**src/rtl/alu_display_ctrl.sv**
```systemverilog
// alu_display_ctrl: operand/opcode controller for the ALU bring-up board.
// Loads ALU operands and opcode from touch-screen strobes, optionally steps
// the opcode on a timer, records recent ALU results in a circular history
// and maps all of it onto the LCD slots requested by lcd_module.
//
// Input handshake: input_valid is a one-cycle strobe with no back-pressure
// (there is no ready); input_sel and input_value are only meaningful in the
// cycle input_valid is high, and every strobe is acted on at that edge.
module alu_display_ctrl #(
  parameter int WIDTH      = 32,
  parameter int OP_W       = 3,
  parameter int HIST_DEPTH = 4,
  parameter int STEP_DIV   = 10_000_000
) (
  input  logic             clk,
  input  logic             resetn,
  input  logic [1:0]       input_sel,
  input  logic             sw_cin,
  input  logic             sw_auto,
  input  logic             input_valid,
  input  logic [31:0]      input_value,
  input  logic [5:0]       display_number,
  output logic             display_valid,
  output logic [39:0]      display_name,
  output logic [31:0]      display_value,
  output logic [WIDTH-1:0] alu_in1,
  output logic [WIDTH-1:0] alu_in2,
  output logic [OP_W-1:0]  alu_op,
  output logic             alu_ci,
  input  logic [WIDTH-1:0] alu_out,
  input  logic             alu_co,
  output logic             led_cout,
  output logic             led_auto
);

  localparam int CNT_W = $clog2(STEP_DIV);
  localparam int PTR_W = (HIST_DEPTH > 1) ? $clog2(HIST_DEPTH) : 1;
  localparam int HCW   = $clog2(HIST_DEPTH + 1);

  // Switch synchronisers
  logic cin_meta, cin_sync;
  logic auto_meta, auto_sync;

  // Operand / opcode registers
  logic [WIDTH-1:0] in1_q, in2_q;
  logic [OP_W-1:0]  op_q;

  // Auto-step timer
  logic [CNT_W-1:0] step_cnt;
  logic             step_tick;

  // Touch-input decode
  logic ld_in1, ld_in2, ld_op, ld_clr;

  // Change detection: upd_evt marks an edge at which an operand, the opcode
  // or the carry-in changes; chg follows one cycle later so that alu_out has
  // settled on the new operands before it is captured.
  logic ci_toggle, upd_evt, chg_pend, chg;

  // Result history
  logic [WIDTH-1:0] hist [2**PTR_W];
  logic [PTR_W-1:0] ptr;
  logic [HCW-1:0]   hcnt;

  // Display path
  logic        disp_v_d;
  logic [39:0] disp_n_d;
  logic [31:0] disp_val_d;
  int          hist_k, hist_idx;

  assign ld_in1 = input_valid && (input_sel == 2'd0);
  assign ld_in2 = input_valid && (input_sel == 2'd1);
  assign ld_op  = input_valid && (input_sel == 2'd2);
  assign ld_clr = input_valid && (input_sel == 2'd3);

  assign step_tick = auto_sync && (step_cnt == CNT_W'(STEP_DIV - 1));
  assign ci_toggle = cin_meta != cin_sync;
  assign upd_evt   = ld_in1 | ld_in2 | ld_op | step_tick | ci_toggle;

  assign alu_in1  = in1_q;
  assign alu_in2  = in2_q;
  assign alu_op   = op_q;
  assign alu_ci   = cin_sync;
  assign led_auto = auto_sync;

  // Two-flop synchronisers for the asynchronous switches
  always_ff @(posedge clk or negedge resetn) begin
    if (!resetn) begin
      cin_meta  <= 1'b0;
      cin_sync  <= 1'b0;
      auto_meta <= 1'b0;
      auto_sync <= 1'b0;
    end else begin
      cin_meta  <= sw_cin;
      cin_sync  <= cin_meta;
      auto_meta <= sw_auto;
      auto_sync <= auto_meta;
    end
  end

  // Auto-step counter: free-runs while auto mode is on, parked at 0 otherwise
  always_ff @(posedge clk or negedge resetn) begin
    if (!resetn) begin
      step_cnt <= '0;
    end else if (!auto_sync || step_tick) begin
      step_cnt <= '0;
    end else begin
      step_cnt <= step_cnt + CNT_W'(1);
    end
  end

  // Operand and opcode registers; a manual opcode load overrides a step
  always_ff @(posedge clk or negedge resetn) begin
    if (!resetn) begin
      in1_q <= '0;
      in2_q <= '0;
      op_q  <= '0;
    end else begin
      if (ld_in1) in1_q <= input_value[WIDTH-1:0];
      if (ld_in2) in2_q <= input_value[WIDTH-1:0];
      if (ld_op) begin
        op_q <= input_value[OP_W-1:0];
      end else if (step_tick) begin
        op_q <= op_q + OP_W'(1);
      end
    end
  end

  // Change pipeline and carry-out LED
  always_ff @(posedge clk or negedge resetn) begin
    if (!resetn) begin
      chg_pend <= 1'b0;
      chg      <= 1'b0;
      led_cout <= 1'b0;
    end else begin
      chg_pend <= upd_evt;
      chg      <= chg_pend;
      led_cout <= alu_co;
    end
  end

  // Circular history; a clear in the same cycle as a capture suppresses it
  always_ff @(posedge clk or negedge resetn) begin
    if (!resetn) begin
      ptr  <= '0;
      hcnt <= '0;
      for (int i = 0; i < 2**PTR_W; i++) hist[i] <= '0;
    end else if (ld_clr) begin
      ptr  <= '0;
      hcnt <= '0;
    end else if (chg) begin
      hist[ptr] <= alu_out;
      ptr       <= (ptr == PTR_W'(HIST_DEPTH - 1)) ? '0 : ptr + PTR_W'(1);
      if (hcnt != HCW'(HIST_DEPTH)) hcnt <= hcnt + HCW'(1);
    end
  end

  // Slot decode: name/value/valid for the slot lcd_module is asking for
  always_comb begin
    disp_v_d   = 1'b0;
    disp_n_d   = '0;
    disp_val_d = '0;
    hist_k     = int'(display_number) - 9;
    hist_idx   = 0;
    case (display_number)
      6'd1: begin disp_v_d = 1'b1; disp_n_d = "Oper1"; disp_val_d = 32'(in1_q);    end
      6'd2: begin disp_v_d = 1'b1; disp_n_d = "Oper2"; disp_val_d = 32'(in2_q);    end
      6'd3: begin disp_v_d = 1'b1; disp_n_d = "OP   "; disp_val_d = 32'(op_q);     end
      6'd4: begin disp_v_d = 1'b1; disp_n_d = "CI   "; disp_val_d = 32'(cin_sync); end
      6'd5: begin disp_v_d = 1'b1; disp_n_d = "Out  "; disp_val_d = 32'(alu_out);  end
      6'd6: begin disp_v_d = 1'b1; disp_n_d = "CO   "; disp_val_d = 32'(alu_co);   end
      6'd7: begin disp_v_d = 1'b1; disp_n_d = "AUTO "; disp_val_d = 32'(auto_sync); end
      6'd8: begin disp_v_d = 1'b1; disp_n_d = "HCNT "; disp_val_d = 32'(hcnt);     end
      default: begin
        // HISTk is the k-th newest entry, i.e. k slots behind the write pointer
        if (hist_k >= 0 && hist_k < HIST_DEPTH && hist_k < int'(hcnt)) begin
          hist_idx = int'(ptr) + HIST_DEPTH - 1 - hist_k;
          if (hist_idx >= HIST_DEPTH) hist_idx = hist_idx - HIST_DEPTH;
          disp_v_d   = 1'b1;
          disp_n_d   = {"HIST", 8'(48 + hist_k)};
          disp_val_d = 32'(hist[PTR_W'(hist_idx)]);
        end
      end
    endcase
  end

  // Display outputs registered one cycle behind display_number
  always_ff @(posedge clk or negedge resetn) begin
    if (!resetn) begin
      display_valid <= 1'b0;
      display_name  <= '0;
      display_value <= '0;
    end else begin
      display_valid <= disp_v_d;
      display_name  <= disp_n_d;
      display_value <= disp_val_d;
    end
  end

endmodule

```
**config.mk**
```make
export PLATFORM = sky130hd
export DESIGN_NAME = alu_display_ctrl
export DESIGN_NICKNAME = d
export VERILOG_FILES = /design/src/rtl/alu_display_ctrl.sv
export SDC_FILE = /design/constraint.sdc
export NUM_CORES = 1
export LEC_CHECK = 0
export CAP_MARGIN = 20
export CORE_ASPECT_RATIO = 1.25
export CORE_MARGIN = 4
export CORE_UTILIZATION = 35
export DETAILED_ROUTE_END_ITERATION = 7
export DONT_BUFFER_PORTS = 1
export SYNTH_ARGS = -nofsm -noshare
export SYNTH_HDL_FRONTEND = slang
export SYNTH_SLANG_ARGS = --single-unit
```
**constraint.sdc**
```tcl
create_clock -name clk -period 2.6 [get_ports clk]
set_input_delay 0.26 -clock clk [delete_from_list [all_inputs] [get_ports clk]]
set_output_delay 0.26 -clock clk [all_outputs]
set_load 0.01 [all_outputs]
```
; After elaboration in Yosys (flattened, before gate mapping)
; Index checks and enable logic that the tools add are counted.
; W data, S select, Z words.
[totals]
reg_bits = 304
output_inout_bits = 143
[classes]
n_addsub = 10
order_cmp = 7
eq_ne = 15
n_mux = 24
bitwise_logic = 7
reduce_logical = 17
[op_table]
columns = cell, count
row1 = $pmux W39 S8, 1
row2 = $pmux W32 S8, 1
row3 = $bwmux W128, 1
row4 = $mux W32, 4
row5 = $bmux W32 S2, 1
row6 = $demux W32 S2, 1
row7 = $mux W39, 1
row8 = $add A24 B1 Y24 const B, 1
row9 = $eq A24 B24 Y1 const B, 1
row10 = $eq A6 B3 Y1 const B, 4
row11 = $mux W24, 1
row12 = $mux W3, 5
row13 = $eq A6 B2 Y1 const B, 2
row14 = $mux W2, 6
row15 = $add A7 B7 Y8 const A, 1
row16 = $ge A8 B4 Y1 const B, 1
row17 = $logic_and A1 B1 Y1, 8
row18 = $reduce_or A8 Y1, 1
row19 = $sub A5 B7 Y8, 1
row20 = $ge A7 B1 Y1 const B, 1
row21 = $lt A7 B4 Y1, 1
row22 = $lt A7 B4 Y1 const B, 1
row23 = $sub A6 B4 Y7 const B, 1
row24 = $add A3 B1 Y3 const B, 2
row25 = 23 further kinds, 32

; Longest topological paths before layout
; Gate-level depths: netlist (run 1).
[depth]
depth_word = 13
ltp_mapped = 10
ltp_nobuf = 8

; Least setup slack after synthesis (run 1)
; OpenSTA, ideal clock, no wires.
[synth_timing]
kind = register to register
from = reg ptr[0]
to = reg display_value[5]
setup_time_ps = 126
arrival_time_ps = 2293
path_slack_ps = 181
path_stages_with_launch = 6
path_buffers = 2
period_less_slack_ps = 2419
cell_sequence = dfrtp_1 -> ha_1 -> clkbuf_1 -> buf_1 -> mux4_2 -> a221o_1
[synth_via]
elab_chain_cells = 13
elab_cells_between_ends = 14
classes_between = add/sub: 4 / order compare: 1 / mux: 8 / bitwise: 1
[synth_rtl]
columns = item, line
row1 = from (decl), 62  ; logic [PTR_W-1:0] ptr;
row2 = from (signal assigned), 153  ; ptr <= (ptr == PTR_W'(HIST_DEPTH - 1)) ? '0 : ptr + PTR_W'(1);
row3 = $add A2 B3 Y4 *, 177  ; hist_idx = int'(ptr) + HIST_DEPTH - 1 - hist_k;
row4 = $sub A4 B1 Y5 *, 177
row5 = $sub A5 B7 Y8 *, 177
row6 = $ge A8 B4 Y1 / $sub A2 B1 Y2 (equally long branches), 178  ; if (hist_idx >= HIST_DEPTH) hist_idx = hist_idx - HIST_DEPTH;
row7 = $mux W2 *, 178
row8 = $mux W2 *, 176  ; if (hist_k >= 0 && hist_k < HIST_DEPTH && hist_k < int'(hcnt)) begin
row9 = $mux W2 *, 165  ; case (display_number)
row10 = $not A2 Y2 (not written as such) *, 181  ; disp_val_d = 32'(hist[PTR_W'(hist_idx)]);
row11 = $bmux W32 S2 *, 181
row12 = $mux W32 (not written as such) * (2 in series), 181
row13 = $mux W32 *, 176
row14 = $pmux W32 S8 *, 165
row15 = net disp_val_d[5], 68  ; logic [31:0] disp_val_d;
row16 = to (signal assigned), 196  ; display_value <= disp_val_d;
row17 = to (decl), 25  ; output logic [31:0] display_value,
; Mark *: on every way through the listed nets, which the timed path passes. The rest lies on a longest branch. The select of a mux whose other input is x is not followed.
; A chain may end at the register's enable or synchronous reset.

; Worst setup path in the final report (run 1)
[layout_timing]
from = reg ptr[1]
to = reg display_value[23]
; The elaborated chain is that of the path after synthesis.

==> impl_metrics.env, run 1 <==
export IMPL_yosys_area_top_type="dfrtp_1"
export IMPL_drive_gt1_share_pct=31.1
export IMPL_synthCells=931
export IMPL_slew_viol_final=0
export IMPL_clk_pin_slew_ps=60
export IMPL_swShare_pct=29.0
export IMPL_fmax_mhz=414
export IMPL_crit_required_ps=3000
export IMPL_setup_worst_path_class="reg2reg"
export IMPL_yosysWarnings=0
export IMPL_pwr_share_comb_pct=29.3
export IMPL_crit_end="display_value[23]$_DFF_PN0_"
export IMPL_period_share_pct=92.9
export IMPL_num_vias=8100
export IMPL_initial_core_util_pct=35.3
export IMPL_leakage_nw=6.56
export IMPL_via_per_inst=5.36
export IMPL_cellPowerDensity_mw_per_mm2=1060
export IMPL_clockBufferDepth=3
export IMPL_wirelength_mm=33.0
export IMPL_async_reset_ff_share_pct=100
export IMPL_peakVddDrop_v=0.000612
export IMPL_hpwl_mm=20.9
export IMPL_numCtsBuffers=34
export IMPL_synth_ff_type="dfrtp_1"
export IMPL_syn2layout_area_growth_pct=19.4
export IMPL_grt_max_degree=294
export IMPL_r2r_start="ptr[1]$_DFFE_PN0P_"
export IMPL_seqPwrFrac_pct=42.3
export IMPL_grt_overflow_total=0
export IMPL_die_w_um=179
export IMPL_track_usage_pct=16.6
export IMPL_coreArea_mm2=0.0362
export IMPL_worstMarginPinSlew_ps=950
export IMPL_num_rows=78
export IMPL_multiInputGateArea_mm2=0.00517
export IMPL_yosysSeqAreaShare_pct=57.4
export IMPL_cts_tree="done"
export IMPL_reg2reg_slack_ps=180
export IMPL_die_area_mm2=0.0397
export IMPL_first_iter_violations=450
export IMPL_h_tree_depth=2
export IMPL_min_path_type="in2async"
export IMPL_clk_latency_ps=520
export IMPL_ys_ff_latch=293
export IMPL_status="finished with violations"
export IMPL_drv_cap=0
export IMPL_cts_root_buf="clkbuf_16"
export IMPL_fin_tns_setup_ps=0
export IMPL_wl_per_cell_um=21.9
export IMPL_grt_pass1_wl_mm=51.4
export IMPL_drc=0
export IMPL_gp_congestion=0.767
export IMPL_max_slew_margin_pct=36.6
export IMPL_setup_viol=0
export IMPL_slowest_delay_ps=390
export IMPL_final_hold_viol_count=293
export IMPL_crit_fanout=14
export IMPL_holdBufCountCts=73
export IMPL_slowest_stage="dfrtp_1"
export IMPL_insertedDiodeCount=0
export IMPL_netlist_top_cells_count="dfrtp_1 (293), mux2_2 (192), nor2_1 (56), clkbuf_1 (39), mux4_2 (32)"
export IMPL_critPathArrivalTime_ps=2810
export IMPL_path_cells="inv_1 -> ha_1 -> xnor2_1 -> xnor2_4 -> buf_12 -> buf_12 -> mux4_2 -> a221o_1"
export IMPL_start_kind="flip-flop"
export IMPL_synth_area_leaders="dfrtp_1 (57%), mux2_2 (17%), mux4_2 (5.6%)"
export IMPL_endpoint_kind="flip-flop"
export IMPL_syn_area_per_cell_um2=13.7
export IMPL_finalPower_w=0.0162
export IMPL_cp_startpoint="ptr[1]$_DFFE_PN0P_"
export IMPL_cpMostUsedCell="buf_12"
export IMPL_pwr_share_clk_pct=28.4
export IMPL_timing_hold_ws_ps=-561
export IMPL_antenna_found_initial=0
export IMPL_netlist_area_mm2=0.0128
export IMPL_dr_pass1_iters=5
export IMPL_first_global_vias=8541
export IMPL_reg2reg_to="display_value[23]$_DFF_PN0_"
export IMPL_numPortBuffers=0
export IMPL_skew_ps=18.7
export IMPL_regArea_mm2=0.00733
export IMPL_yosysMostFrequentCell="dfrtp_1"
export IMPL_synth_cell_types=56
export IMPL_synth_top_cell_area_share_pct=57.4
export IMPL_boundaryPins=221
export IMPL_ant_nets=0
export IMPL_violations="hold timing"
export IMPL_finalCriticalPeriod_ps=2420
export IMPL_internal_power_w=0.0115
export IMPL_cts_sinks=293
export IMPL_rsz0062_at_grt="false"
export IMPL_switchingPower_w=0.00470
export IMPL_die_h_um=222
export IMPL_fill_cells=3325
export IMPL_fin_nets=1103
export IMPL_ff2ff_path_depth=8
export IMPL_synth_edf_count=0
## how the worst min path moves through the flow
stage / from / endpoint / cells past startpoint
global placement: resetn / step_cnt[18]$_DFF_PN0_ / 0
global route: resetn / hist[0]$_DFFE_PN0P_ / 0
floorplan: resetn / alu_ci$_DFF_PN0_ / 0
CTS: resetn / hist[71]$_DFFE_PN0P_ / 0
finish: resetn / alu_in1[6]$_DFFE_PN0P_ / 0
detailed placement: resetn / step_cnt[18]$_DFF_PN0_ / 0
## power by group through the flow
stage                     sequential, W  clock [W]  combinational (W)
after floorplan                 0.00660          0            0.00352
after global placement          0.00689          0            0.00440
after detailed placement        0.00694          0            0.00453
after CTS                       0.00686    0.00475            0.00469
after global routing            0.00701    0.00495            0.00514
final                           0.00685    0.00461            0.00475
## worst max-delay path: cells and delay by family (launching register included)
kind                       cells  cell delay (ps)
muxes                          1              300
adders and majority gates      1              310
buffers and inverters          3              390
AOI/OAI and AO/OA              1              310
DFF                            1              390
xor gates and xnor gates       2              590
## cell usage in the layout, fill, tap and decap left out, types with 4 or more instances in the layout
master / n
and3_1: 5
nor2_1: 56
nand4_1: 6
nor3_1: 6
nor4_1: 4
nand3_1: 20
inv_1: 18
ha_1: 16
clkbuf_1: 7
or4_1: 12
xnor2_1: 11
a22oi_1: 31
mux2_2: 192
clkbuf_16: 35
a221o_1: 30
dlygate4sd3_1: 73
buf_4: 20
clkinv_2: 8
mux4_2: 32
nand3_2: 4
xor2_1: 8
o31ai_1: 11
conb_1: 9
nand2_1: 29
buf_12: 7
a21oi_1: 14
o21ai_0: 10
dfrtp_1: 293
## logic make-up after synthesis
family,share of synthesized area [%]
XOR/XNOR,1.37
flip-flops,57.4
buffers and inverters,2.87
AND/OR/NAND/NOR,6.85
multiplexers,22.7
other,0.0293
AO/OA/AOI/OAI,7.13
adder cells (fa/ha/maj),1.66
## flip-flops by register name, summed over array words and instances, names as in the netlist
| signal | count |
|---|---|
| hist | 128 |
| alu_in1 | 32 |
| alu_in2 | 32 |
| display_value | 32 |
| display_name | 30 |
| step_cnt | 24 |
| alu_op | 3 |
| hcnt | 3 |
| ptr | 2 |
| alu_ci | 1 |
| auto_meta | 1 |
| chg | 1 |
| chg_pend | 1 |
| cin_meta | 1 |
| led_auto | 1 |
| led_cout | 1 |
## per-layer routing
metal  GRT usage [%]  vias up  routed length [um]
li1                -     3580                   -
met5               0        -                   0
met3            5.03       51                2630
met4            4.48        0                 690
met1            21.4     4231               13600
met2            27.1      238               16100
## area by class of cell
cell class,count,share of cell area [%]
flip-flops and latches,293,48.0
multi-input cells,561,33.9
repair buffers,100,6.69
clock buffers,42,5.91
well taps,480,3.93
clock inverters,16,1.08
inverters,18,0.443
## metrics by stage
| stage | utilization, % | instances | setup WS, ps | cell area (um^2) |
|---|---|---|---|---|
| after global routing | 42.2 | 1510 | 87.1 | 15300 |
| after global placement | 37.1 | 1377 | -1.31 | 13400 |
| final | 42.2 | 1510 | 185 | 15300 |
| after CTS | 42.1 | 1508 | 80.6 | 15200 |
| after floorplan | - | 939 | 181 | 12800 |
| after detailed placement | 37.1 | 1377 | -80.3 | 13400 |
## repair_timing
action / CTS / global route
pin swaps: 0 / 1
hold endpoints to repair: 503 / 293
cloned: 0 / 0
buffers inserted: 0 / 2
gates resized for setup: 1 / 0
setup endpoints to repair: 18 / 1
No activity file was read; power rests on OpenSTA's default activity.
==> run 2: changes to the inputs <==
GPL_ROUTABILITY_DRIVEN = 0   (was not set)
==> results of run 2 <==
No change in the layout: final DEF, timing and power equal those of run 1.
==> run 3: changes to the inputs <==
ABC_AREA = 1   (was not set)
==> impl_metrics.env, run 3 <==
export IMPL_pwr_share_clk_pct=30.4
export IMPL_async_reset_ff_share_pct=100
export IMPL_critPathArrivalTime_ps=2540
export IMPL_cts_tree="done"
export IMPL_internal_power_w=0.0102
export IMPL_yosysMostFrequentCell="nand2_1"
export IMPL_drv_cap=0
export IMPL_worstMarginPinSlew_ps=729
export IMPL_fin_tns_setup_ps=0
export IMPL_antenna_found_initial=3
export IMPL_cts_root_buf="clkbuf_16"
export IMPL_worst_slack_ps=488
export IMPL_timing_hold_ws_ps=-571
export IMPL_num_rows=79
export IMPL_synth_area_leaders="dfrtp_1 (56%), nand2_1 (18%), o21ai_0 (8.8%)"
export IMPL_hpwl_mm=26.8
export IMPL_drive_gt1_share_pct=5.97
export IMPL_coreArea_mm2=0.0373
export IMPL_grt_max_degree=294
export IMPL_via_per_inst=4.90
export IMPL_path_cells="dlygate4sd3_1 -> inv_1 -> ha_1 -> nand2_1 -> inv_1 -> nor2_2 -> inv_1 -> ha_1 -> nand2_1 -> nand2_1 -> nor2_4 -> buf_4 -> inv_2 -> nor2_1"
export IMPL_synthCells=1578
export IMPL_slowest_delay_ps=560
export IMPL_layout_common_cells="nand2_1 (616), dfrtp_1 (293), o21ai_0 (231), inv_1 (111), nor2_1 (77)"
export IMPL_h_tree_depth=2
export IMPL_ff2ff_path_depth=12
export IMPL_numCtsBuffers=34
export IMPL_crit_fanout=16
export IMPL_drc=0
export IMPL_wl_per_cell_um=17.8
export IMPL_ant_nets=0
export IMPL_path_buf_inv=6
export IMPL_syn2layout_area_growth_pct=17.5
export IMPL_multiInputGateArea_mm2=0.00503
export IMPL_synth_top_cell_area_share_pct=55.6
export IMPL_peakVddDrop_v=0.000580
export IMPL_setup_viol=0
export IMPL_crit_required_ps=3030
export IMPL_initial_core_util_pct=35.4
export IMPL_regMostFlops="hist"
export IMPL_fill_cells=3681
export IMPL_switchingPower_w=0.00529
export IMPL_leakage_nw=7.84
export IMPL_holdBufCountCts=71
export IMPL_die_h_um=225
export IMPL_grt_pass1_wl_mm=59.8
export IMPL_dp_cells=2012
export IMPL_swShare_pct=34.2
export IMPL_clockBufferDepth=3
export IMPL_dr_pass1_iters=5
export IMPL_die_area_mm2=0.0409
export IMPL_pwr_share_comb_pct=25.7
export IMPL_first_global_vias=10700
export IMPL_cellPowerDensity_mw_per_mm2=998
export IMPL_seqPwrFrac_pct=43.9
export IMPL_start_kind="primary input"
export IMPL_status="finished with violations"
export IMPL_netlist_area_mm2=0.0132
export IMPL_slew_viol_final=0
export IMPL_netlist_top_cells_count="nand2_1 (618), dfrtp_1 (293), o21ai_0 (231), inv_1 (111), nor2_1 (77)"
export IMPL_cts_sinks=293
export IMPL_min_path_type="in2async"
export IMPL_fmax_mhz=474
export IMPL_max_slew_margin_pct=51.4
export IMPL_rsz0062_at_grt="false"
export IMPL_track_usage_pct=18.5
export IMPL_finalCriticalPeriod_ps=2110
export IMPL_die_w_um=182
export IMPL_wirelength_mm=38.2
export IMPL_slowest_stage="dlygate4sd3_1"
export IMPL_synth_cell_types=28
export IMPL_endpoint_kind="flip-flop"
export IMPL_critPathTopFamily="buffers and inverters"
export IMPL_yosysSeqAreaShare_pct=55.6
export IMPL_largest_register_ffs=128
export IMPL_yosys_area_top_type="dfrtp_1"
export IMPL_synth_ff_type="dfrtp_1"
export IMPL_synth_edf_count=0
export IMPL_syn_area_per_cell_um2=8.35
export IMPL_first_iter_violations=541
export IMPL_clk_latency_ps=530
export IMPL_fin_nets=1728
export IMPL_skew_ps=29.9
export IMPL_cts_setup_buffers=0
export IMPL_ys_ff_latch=293
export IMPL_numPortBuffers=0
export IMPL_final_cells=2147
export IMPL_violations="hold timing"
export IMPL_setup_worst_path_class="in2reg"
export IMPL_dp_slack_ps=524
export IMPL_final_hold_viol_count=293
export IMPL_mostFrequentLayoutCell="nand2_1"
export IMPL_period_share_pct=81.2
export IMPL_final_util_pct=41.6
export IMPL_grt_overflow_total=0
export IMPL_boundaryPins=221
export IMPL_yosysWarnings=0
export IMPL_regArea_mm2=0.00733
export IMPL_clk_pin_slew_ps=60
export IMPL_cts_resized=0
export IMPL_crit_cells=14
export IMPL_num_vias=10500
run 3: changes by cell type after synthesis, sizes merged, moves of 22 or more:
| cell | change |
|---|---|
| nand2 | +592 |
| a21oi | +22 |
| buf | +23 |
| a22oi | -31 |
| nor2 | +26 |
| o21ai | +220 |
| inv | +103 |
| a221o | -30 |
| mux4 | -32 |
| mux2i | +30 |
| mux2 | -192 |
run 3: cell type report:
cell class / count / share of cell area [%]
flip-flops and latches: 293 / 47.3
multi-input cells: 1094 / 32.5
clock buffers: 49 / 6.25
repair buffers: 89 / 6.11
well taps: 486 / 3.93
inverters: 121 / 2.93
clock inverters: 13 / 0.921
diodes: 2 / 0.0323
run 3: cell families after synthesis:
| kind of cell | share of synthesized area, % |
|---|---|
| other | 0.0284 |
| XOR/XNOR | 1.06 |
| AO/OA/AOI/OAI | 10.3 |
| flip-flops | 55.6 |
| multiplexers | 2.43 |
| AND/OR/NAND/NOR | 22.3 |
| adder cells (fa/ha/maj) | 1.61 |
| buffers and inverters | 6.61 |
run 3: metal layers:
metal | vias up | global-route usage (%) | wire (um)
met5 | - | 0 | 27
met4 | 4 | 8.40 | 1810
met3 | 106 | 5.67 | 3000
met2 | 360 | 31.9 | 18800
met1 | 4962 | 21.1 | 14600
li1 | 5087 | - | -
run 3: per-stage QoR:
step                hold WS (ps)  instance area [um^2]  total power (W)
finish                      -571                 15500           0.0155
global route                -605                 15500           0.0165
CTS                         -590                 15500           0.0157
detailed placement         -17.4                 13700           0.0108
global placement           -21.7                 13700           0.0106
floorplan                  -35.6                 13200          0.00943
run 3: power groups by stage:
stage,clock (W),combinational (W),sequential [W]
6_report,0.00470,0.00398,0.00678
5_1_grt,0.00503,0.00458,0.00693
4_1_cts,0.00483,0.00403,0.00679
3_5_place_dp,0,0.00391,0.00686
3_3_place_gp,0,0.00383,0.00682
2_1_floorplan,0,0.00290,0.00653
run 3: worst paths after layout:
path	end	start	slack, ps
worst min-delay path	step_cnt[11]$_DFF_PN0_	resetn	-570
max in group asynchronous	alu_in2[22]$_DFFE_PN0P_	resetn	2600
worst max-delay path	display_name[6]$_DFF_PN0_	display_number[0]	490
min in group clk	display_value[6]$_DFF_PN0_	alu_out[6]	10
worst max register to register	display_value[25]$_DFF_PN0_	ptr[0]$_DFFE_PN0P_	500
worst min register to register	led_auto$_DFF_PN0_	auto_meta$_DFF_PN0_	350
